===== src/rtl/uart_link_rx.sv =====
// 8N1 receiver: 2-flop synchronizer, mid-bit sampling, level go/ack handshake.
// state     | meaning
// RX_IDLE   | armed, waiting for a synced low on the line
// RX_START  | half-bit wait, then confirm the start bit (high = glitch)
// RX_DATA   | sample 8 data bits mid-bit, LSB first
// RX_STOP   | mid stop-bit sample, raise rx_data_ready
// RX_WAIT_ACK | byte held until rx_go drops
// RX_WAIT_GO  | wait for re-arm with an idle line
module uart_link_rx #(
    parameter int BitTime = 10
) (
    input  logic       clk,
    input  logic       rst_n,
    input  logic       uart_rx,
    input  logic       rx_go,
    output logic [7:0] rx_data,
    output logic       rx_data_ready
);
    localparam int CW = $clog2(BitTime + 1);
    localparam logic [CW-1:0] BIT_LAST  = CW'(BitTime - 1);
    // The cycle that first sees the synced low counts toward the half bit.
    localparam logic [CW-1:0] HALF_LAST = CW'(BitTime / 2 - 2);

    typedef enum logic [2:0] {
        RX_IDLE, RX_START, RX_DATA, RX_STOP, RX_WAIT_ACK, RX_WAIT_GO
    } rx_state_t;

    rx_state_t     state_q, state_d;
    logic [CW-1:0] cnt_q, cnt_d;
    logic [2:0]    idx_q, idx_d;
    logic [7:0]    data_q, data_d;
    logic          ready_q, ready_d;
    logic          rx_meta, rx_sync;

    always_ff @(posedge clk or negedge rst_n) begin
        if (!rst_n) begin
            rx_meta <= 1'b1;
            rx_sync <= 1'b1;
        end else begin
            rx_meta <= uart_rx;
            rx_sync <= rx_meta;
        end
    end

    always_ff @(posedge clk or negedge rst_n) begin
        if (!rst_n) begin
            state_q <= RX_IDLE;
            cnt_q   <= '0;
            idx_q   <= '0;
            data_q  <= '0;
            ready_q <= 1'b0;
        end else begin
            state_q <= state_d;
            cnt_q   <= cnt_d;
            idx_q   <= idx_d;
            data_q  <= data_d;
            ready_q <= ready_d;
        end
    end

    always_comb begin
        state_d = state_q;
        cnt_d   = cnt_q;
        idx_d   = idx_q;
        data_d  = data_q;
        ready_d = ready_q;
        case (state_q)
            RX_IDLE: begin
                if (rx_go && !rx_sync) begin
                    state_d = RX_START;
                    cnt_d   = HALF_LAST;
                end
            end
            RX_START: begin
                if (cnt_q != '0) begin
                    cnt_d = cnt_q - CW'(1);
                end else if (rx_sync) begin
                    state_d = RX_IDLE;
                end else begin
                    state_d = RX_DATA;
                    cnt_d   = BIT_LAST;
                    idx_d   = '0;
                end
            end
            RX_DATA: begin
                if (cnt_q != '0) begin
                    cnt_d = cnt_q - CW'(1);
                end else begin
                    data_d = {rx_sync, data_q[7:1]};
                    cnt_d  = BIT_LAST;
                    idx_d  = idx_q + 3'd1;
                    if (idx_q == 3'd7) state_d = RX_STOP;
                end
            end
            RX_STOP: begin
                if (cnt_q != '0) begin
                    cnt_d = cnt_q - CW'(1);
                end else begin
                    ready_d = 1'b1;
                    state_d = RX_WAIT_ACK;
                end
            end
            RX_WAIT_ACK: begin
                if (!rx_go) begin
                    ready_d = 1'b0;
                    state_d = RX_WAIT_GO;
                end
            end
            RX_WAIT_GO: begin
                if (rx_go && rx_sync) state_d = RX_IDLE;
            end
            default: state_d = RX_IDLE;
        endcase
    end

    assign rx_data       = data_q;
    assign rx_data_ready = ready_q;
endmodule


===== src/rtl/uart_link.sv =====
// 8N1 UART transceiver: inline transmitter plus the uart_link_rx receiver.
// state         | meaning
// TX_IDLE       | line high, waiting for tx_go
// TX_START      | start bit (0) on the line
// TX_DATA       | 8 data bits, LSB first
// TX_STOP       | stop bit (1); tx_bsy drops when it ends
// TX_WAIT_GO_LOW| frame done, waiting for tx_go to drop
module uart_link #(
    parameter int ClockFrequencyHz = 20_250_000,
    parameter int BaudRate         = 9600
) (
    input  logic       clk,
    input  logic       rst_n,
    output logic       uart_tx,
    input  logic [7:0] tx_data,
    input  logic       tx_go,
    output logic       tx_bsy,
    input  logic       uart_rx,
    input  logic       rx_go,
    output logic [7:0] rx_data,
    output logic       rx_data_ready
);
    localparam int BitTime = ClockFrequencyHz / BaudRate;
    localparam int CW = $clog2(BitTime + 1);
    localparam logic [CW-1:0] BIT_LAST = CW'(BitTime - 1);

    typedef enum logic [2:0] {
        TX_IDLE, TX_START, TX_DATA, TX_STOP, TX_WAIT_GO_LOW
    } tx_state_t;

    tx_state_t     state_q, state_d;
    logic [CW-1:0] cnt_q, cnt_d;
    logic [2:0]    idx_q, idx_d;
    logic [7:0]    sh_q, sh_d;
    logic          line_q, line_d;
    logic          bsy_q, bsy_d;

    always_ff @(posedge clk or negedge rst_n) begin
        if (!rst_n) begin
            state_q <= TX_IDLE;
            cnt_q   <= '0;
            idx_q   <= '0;
            sh_q    <= '0;
            line_q  <= 1'b1;
            bsy_q   <= 1'b0;
        end else begin
            state_q <= state_d;
            cnt_q   <= cnt_d;
            idx_q   <= idx_d;
            sh_q    <= sh_d;
            line_q  <= line_d;
            bsy_q   <= bsy_d;
        end
    end

    always_comb begin
        state_d = state_q;
        cnt_d   = cnt_q;
        idx_d   = idx_q;
        sh_d    = sh_q;
        line_d  = line_q;
        bsy_d   = bsy_q;
        case (state_q)
            TX_IDLE: begin
                if (tx_go) begin
                    sh_d    = tx_data;
                    line_d  = 1'b0;
                    bsy_d   = 1'b1;
                    cnt_d   = BIT_LAST;
                    state_d = TX_START;
                end
            end
            TX_START: begin
                if (cnt_q != '0) begin
                    cnt_d = cnt_q - CW'(1);
                end else begin
                    line_d  = sh_q[0];
                    sh_d    = {1'b0, sh_q[7:1]};
                    idx_d   = '0;
                    cnt_d   = BIT_LAST;
                    state_d = TX_DATA;
                end
            end
            TX_DATA: begin
                if (cnt_q != '0) begin
                    cnt_d = cnt_q - CW'(1);
                end else begin
                    cnt_d = BIT_LAST;
                    if (idx_q == 3'd7) begin
                        line_d  = 1'b1;
                        state_d = TX_STOP;
                    end else begin
                        line_d = sh_q[0];
                        sh_d   = {1'b0, sh_q[7:1]};
                        idx_d  = idx_q + 3'd1;
                    end
                end
            end
            TX_STOP: begin
                if (cnt_q != '0) begin
                    cnt_d = cnt_q - CW'(1);
                end else begin
                    bsy_d   = 1'b0;
                    state_d = TX_WAIT_GO_LOW;
                end
            end
            TX_WAIT_GO_LOW: begin
                if (!tx_go) state_d = TX_IDLE;
            end
            default: state_d = TX_IDLE;
        endcase
    end

    assign uart_tx = line_q;
    assign tx_bsy  = bsy_q;

    uart_link_rx #(.BitTime(BitTime)) u_rx (
        .clk           (clk),
        .rst_n         (rst_n),
        .uart_rx       (uart_rx),
        .rx_go         (rx_go),
        .rx_data       (rx_data),
        .rx_data_ready (rx_data_ready)
    );
endmodule


===== config.mk =====
export PLATFORM = sky130hd
export DESIGN_NAME = uart_link
export DESIGN_NICKNAME = d
export VERILOG_FILES = /design/src/rtl/uart_link_rx.sv /design/src/rtl/uart_link.sv
export SDC_FILE = /design/constraint.sdc
export NUM_CORES = 1
export LEC_CHECK = 0
export ABC_AREA = 1
export CORE_MARGIN = 1
export CORE_UTILIZATION = 28
export DETAILED_ROUTE_END_ITERATION = 16
export GPL_TIMING_DRIVEN = 1
export SETUP_SLACK_MARGIN = 0.4
export SLEW_MARGIN = 30
export SYNTH_ARGS = -nofsm -noshare
export SYNTH_HDL_FRONTEND = slang
export SYNTH_SLANG_ARGS = --single-unit

===== constraint.sdc =====
create_clock -name clk -period 4.4 [get_ports clk]
set_input_delay 0.88 -clock clk [delete_from_list [all_inputs] [get_ports clk]]
set_output_delay 0.88 -clock clk [all_outputs]
set_load 0.02 [all_outputs]

==> impl_metrics.tcl, run 1 <==
set metrics [dict create \
    status "finished, final reports clean" \
    period_minus_slack_ps 2340 \
    synth_largest_area_cell "dfrtp_1" \
    skew_ps 5.32 \
    cts-htree-levels 3 \
    finalPower_mw 2.54 \
    synthCells 459 \
    ys_ff_latch 57 \
    antenna_found_initial 0 \
    rows 39 \
    synthesis.nets 480 \
    start_util_pct 28.9 \
    clockRootBuffer "clkbuf_16" \
    hold_path_class "register to register" \
    drt_iter0_drc 157 \
    grt_max_degree 48 \
    grt_first_pass_wirelength_microns 12500 \
    comb_power_share_pct 40.3 \
    swShare_pct 42.1 \
    ctsLongestPathBuffers 2 \
    core_sq_um 11500 \
    drive_above_1_share_pct 10.5 \
    cp-startpoint "uart_tx$_DFFE_PN1P_" \
    grt_use_total_pct 12.6 \
    cp-end-kind "output pin" \
    cts_sinks 57 \
    diodes 0 \
    slew_viol_final 0 \
    synth_seq_area_share_pct 43.2 \
    finalWeightedCongestion 0.824 \
    p_seq_share_pct 29.5 \
    yosysTopAreaCellShare_pct 40.8 \
    cp.buffers_inverters 1 \
    setup_viol 0 \
    drc 0 \
    drt_pass1_iterations 4 \
    placedCellCount 623 \
    hold_start "u_rx.rx_meta$_DFF_PN1_" \
    cts_tree "yes" \
    post-route-period-util_pct 53.2 \
    crit_chain "clkdlybuf4s50_1" \
    cts_setup_buffers 0 \
    crit_fanout 2 \
    critPathKind "register to output pin" \
    routed_wl_microns 7010 \
    critPathMaxStageDelay_ps 600 \
    leakage_nw 2.08 \
    whs_ps 351 \
    yosys_warnings 0 \
    vias 2917 \
    cts_hold_buf 0 \
    peakVddDrop_v 0.000319 \
    power_frac_clock_pct 30.3 \
    final_cell_mix "nand2_1 (147), inv_1 (65), dfrtp_1 (54), nand3_1 (45), nor2_1 (41)" \
    hold_viol_final 0 \
    synthTopCellsByArea "dfrtp_1 (41%), nand2_1 (17%), inv_1 (7.4%)" \
    final_cells 639 \
    ant_nets 0 \
    p_int_mw 1.47 \
    die_y_microns 111 \
    cp.required_ps 3520 \
    cpMaxStageDelayCell "clkdlybuf4s50_1" \
    p_sw_mw 1.07 \
    place_area_sq_um 3700 \
    synth_cell_type_count 31 \
    area_delta_synth_final_pct 21.7 \
    cts_buffers 9 \
    dieWidth_microns 111 \
    arrival_ps 1460 \
    worst_r2r_startpoint "cnt_q[0]$_DFFE_PN0P_" \
    io_buffers 23 \
    final_area_sq_um 4030 \
    maxCapViolCount 0 \
    power_density_nw_per_um2 630 \
    fillCellCount 1182 \
    start_kind "register" \
    final_common_cell "nand2_1" \
    die_area_sq_um 12300 \
    tightestPinTransition_ps 594 \
    grt_pass1_vias 2825 \
    syn-cell-area_sq_um 3310 \
    tns_ps 0 \
    rsz0062_at_grt "false" \
    post_cts_resized 0 \
    finalNetCount 512 \
    critPathTopFamily "buffers and inverters" \
    pin_count 24 \
    post_drt_wl_per_cell_microns 11.0 \
    slew_headroom_pct 60.4 \
    clk_latency_ps 330 \
    clock.fmax_ghz 0.427 \
    grt_overflow 0 \
    clkTransAtPathRegs_ps 60 \
    vias_per_cell 4.56 \
    dp_hpwl_microns 5060 \
    syn_area_per_cell_sq_um 7.21 \
]
routing by layer:
layer / wire (microns) / up-vias / global-route usage [%]
met2: 3290 / 40 / 19.9
met3: 264 / 8 / 4.32
met5: 0 / - / 0
li1: - / 1535 / -
met4: 90 / 0 / 4.62
met1: 3370 / 1334 / 15.8
flip-flops by register name (all words and copies together), names as in the netlist, 3 cells and up:
| register | flops |
|---|---|
| cnt_q | 12 |
| idx_q | 3 |
| sh_q | 8 |
| state_q | 3 |
| u_rx.cnt_q | 12 |
| u_rx.idx_q | 3 |
| u_rx.rx_data | 8 |
| u_rx.state_q | 3 |
final cells by class:
class | count | area [sq um] | area share (%)
inverter | 68 | 256 | 6.37
tap | 143 | 179 | 4.44
sequential | 57 | 1430 | 35.5
timing repair buffer | 24 | 233 | 5.78
multi-input combinational | 331 | 1600 | 39.8
clock inverter | 7 | 100 | 2.49
clock buffer | 9 | 225 | 5.59
worst paths after layout:
path,endpoint,slack [ps],cells past startpoint
max in group asynchronous,u_rx.rx_data[1]$_DFFE_PN0P_,3100,2
worst max register to register,sh_q[0]$_DFFE_PN0P_,2430,9
min in group asynchronous,state_q[0]$_DFFE_PN0P_,420,1
worst min-delay path,u_rx.rx_sync$_DFF_PN1_,350,0
worst min register to register,u_rx.rx_sync$_DFF_PN1_,350,0
worst max-delay path,uart_tx,2060,1
cell usage after synthesis, drive strengths merged:
cell type and number:
nand2 152, inv 67, dfrtp 54, nor2 50
nand3 47, o21ai 44, nand4 15, ha 8
nor3 5, dfstp 3, o22ai 3, a21oi 2
buf 2, nand3b 2, a21boi 1, clkbuf 1
clkinv 1, o211ai 1, xor2 1
cells by family after synthesis:
group,Yosys count,share of synthesized area [%]
and+or+nand+nor,271,36.2
DFF,57,43.2
AOI/OAI and AO/OA,51,8.99
adders and majority gates,8,3.02
xor gates and xnor gates,1,0.265
buffers and inverters,71,8.35
power groups by stage:
stage	Sequential (mW)	Clock [mW]	Combinational (mW)
finish	0.748	0.769	1.02
CTS	0.748	0.790	1.03
global route	0.766	0.816	1.18
floorplan	0.736	0	0.827
detailed placement	0.753	0	1.03
global placement	0.753	0	1.01
per-stage QoR:
stage,setup WS (ps),util [%]
6_report,2060,35.1
3_3_place_gp,1870,32.3
5_1_grt,1980,35.1
3_5_place_dp,1820,32.3
4_1_cts,2040,35.1
2_1_floorplan,2610,-
Power figures use the tool's default switching activity.
==> inputs of run 2 (changes only) <==
Clock period 4.4 ns to 2 ns, I/O delays scaled along.
==> run 2 against run 1 <==
Flip-flop and latch count is the same. Critical path depth grew 8. Utilization grew 5.7 points. Clock skew grew 1.8 ps. Sequential share of layout area shrank 4.9 points. Largest power group unchanged.
==> impl_metrics.tcl, run 2 (synthesized netlist as in run 1, its figures left out) <==
set metrics [dict create \
    finalNetCount 547 \
    cp-end-kind "register" \
    antenna_found_initial 0 \
    setup_viol 0 \
    grt_first_pass_wirelength_microns 13600 \
    ant_nets 0 \
    drc 0 \
    diodes 0 \
    pin_count 24 \
    crit_chain "buf_6 > clkinvlp_4 > nand3b_4 > inv_4 > nor3_4 > nand3_4 > buf_12 > nand2_1 > o21ai_2" \
    final_cells 674 \
    slew_headroom_pct 71.4 \
    routed_wl_microns 8250 \
    ctsLongestPathBuffers 2 \
    clock.fmax_ghz 0.616 \
    drt_iter0_drc 136 \
    period_minus_slack_ps 1620 \
    grt_pass1_vias 3044 \
    critPathMaxStageDelay_ps 400 \
    dieWidth_microns 111 \
    cp.buffers_inverters 4 \
    cts_tree "yes" \
    dp_hpwl_microns 5400 \
    post_drt_wl_per_cell_microns 12.2 \
    vias 3145 \
    clockRootBuffer "clkbuf_16" \
    tightestPinTransition_ps 429 \
    placedCellCount 631 \
    slew_viol_final 0 \
    top_regs "cnt_q (12), u_rx.cnt_q (12)" \
    start_util_pct 28.9 \
    power_density_nw_per_um2 1480 \
    finalPower_mw 6.92 \
    drive_above_1_share_pct 25.0 \
    grt_max_degree 43 \
    cts_buffers 9 \
    hold_path_class "input pin to asynchronous set/reset pin" \
    rows 39 \
    cpMaxStageDelayCell "dfrtp_1" \
    leakage_nw 2.40 \
    area_delta_synth_final_pct 41.2 \
    critPathKind "register to register" \
    grt_overflow 0 \
    cts-htree-levels 3 \
    cts_hold_buf 0 \
    arrival_ps 1830 \
    maxCapViolCount 0 \
    clkTransAtPathRegs_ps 60 \
    hold_viol_final 0 \
    die_y_microns 111 \
    vias_per_cell 4.67 \
    pre_cts_ws_ps 89.4 \
    worst_slack_ps 376 \
    drt_pass1_iterations 6 \
    rsz0062_at_grt "true" \
    cp.required_ps 2210 \
    core_sq_um 11500 \
    io_buffers 23 \
    skew_ps 7.14 \
    post-route-period-util_pct 81.2 \
    clk_latency_ps 330 \
    final_common_cell "nand2_1" \
    cts_sinks 57 \
    peakVddDrop_v 0.000689 \
    finalWeightedCongestion 0.814 \
    die_area_sq_um 12300 \
    critPathTopFamily "simple AND/OR/NAND/NOR gates" \
    whs_ps 9.83 \
    start_kind "register" \
    r2r_slack_ps 380 \
    final_cell_mix "nand2_1 (130), inv_1 (54), dfrtp_1 (53), nand3_1 (40), nor2_1 (33)" \
    crit_fanout 8 \
    fillCellCount 1122 \
    tns_ps 0 \
    status "finished, final reports clean" \
    grt_use_total_pct 13.5 \
]
run 2: changes by cell type in the layout (fill, tap and decap cells not counted), moves of 5 or more:
cell             change
o21ai_1             +12
buf_4               +24
dlygate4sd2_1       +10
nand3_1              -5
buf_6                +6
inv_1               -11
nand2_4             +13
nand2_1             -17
nor2_4              +11
inv_2                +7
nor2_1               -8
nand3_4              +5
clkdlybuf4s50_1     -11
o21ai_0             -12
run 2: metal layers:
layer	track usage, %	vias to the layer above	share of wire, %
met4	4.89	0	1.7
met5	0	-	0
met2	22.6	42	50
met1	16.6	1479	45
li1	-	1611	-
met3	3.88	13	3.1
run 2: final timing paths:
check,startpoint,endpoint,cells past startpoint
hold / removal,rst_n,state_q[1]$_DFFE_PN0P_,1
max in group asynchronous,rst_n,u_rx.rx_sync$_DFF_PN1_,2
setup reg to reg,state_q[1]$_DFFE_PN0P_,sh_q[2]$_DFFE_PN0P_,9
setup / recovery,state_q[1]$_DFFE_PN0P_,sh_q[2]$_DFFE_PN0P_,9
min in group clk,u_rx.rx_meta$_DFF_PN1_,u_rx.rx_sync$_DFF_PN1_,0
hold reg to reg,u_rx.rx_meta$_DFF_PN1_,u_rx.rx_sync$_DFF_PN1_,0
run 2: cell type report:
class | instances | area, sq um | area share (%)
inverter | 68 | 274 | 5.86
timing repair buffer | 58 | 556 | 11.9
multi-input combinational | 332 | 1930 | 41.3
sequential | 57 | 1430 | 30.6
clock inverter | 5 | 63.8 | 1.36
tap | 143 | 179 | 3.83
clock buffer | 11 | 243 | 5.19
run 2: power breakdown:
part           leakage, nW  total [mW]  switching [mW]  internal (mW)
combinational         1.54        3.66            2.13           1.53
clock                0.146        1.56           0.551           1.01
sequential           0.715        1.71           0.273           1.43
total                 2.40        6.92            2.95           3.97
run 2: repair_timing:
action	in CTS	in global routing
setup buffers	7	18
endpoints found under the setup margin	60	54
resized for setup	44	76
pin swaps	3	28
cloned	1	1
run 2: per-stage QoR:
| step | util (%) | cell area (sq um) |
|---|---|---|
| 4_1_cts | 37.3 | 4270 |
| 6_report | 40.8 | 4680 |
| 2_1_floorplan | - | 3310 |
| 3_5_place_dp | 32.9 | 3780 |
| 5_1_grt | 40.8 | 4680 |
| 3_3_place_gp | 32.9 | 3780 |
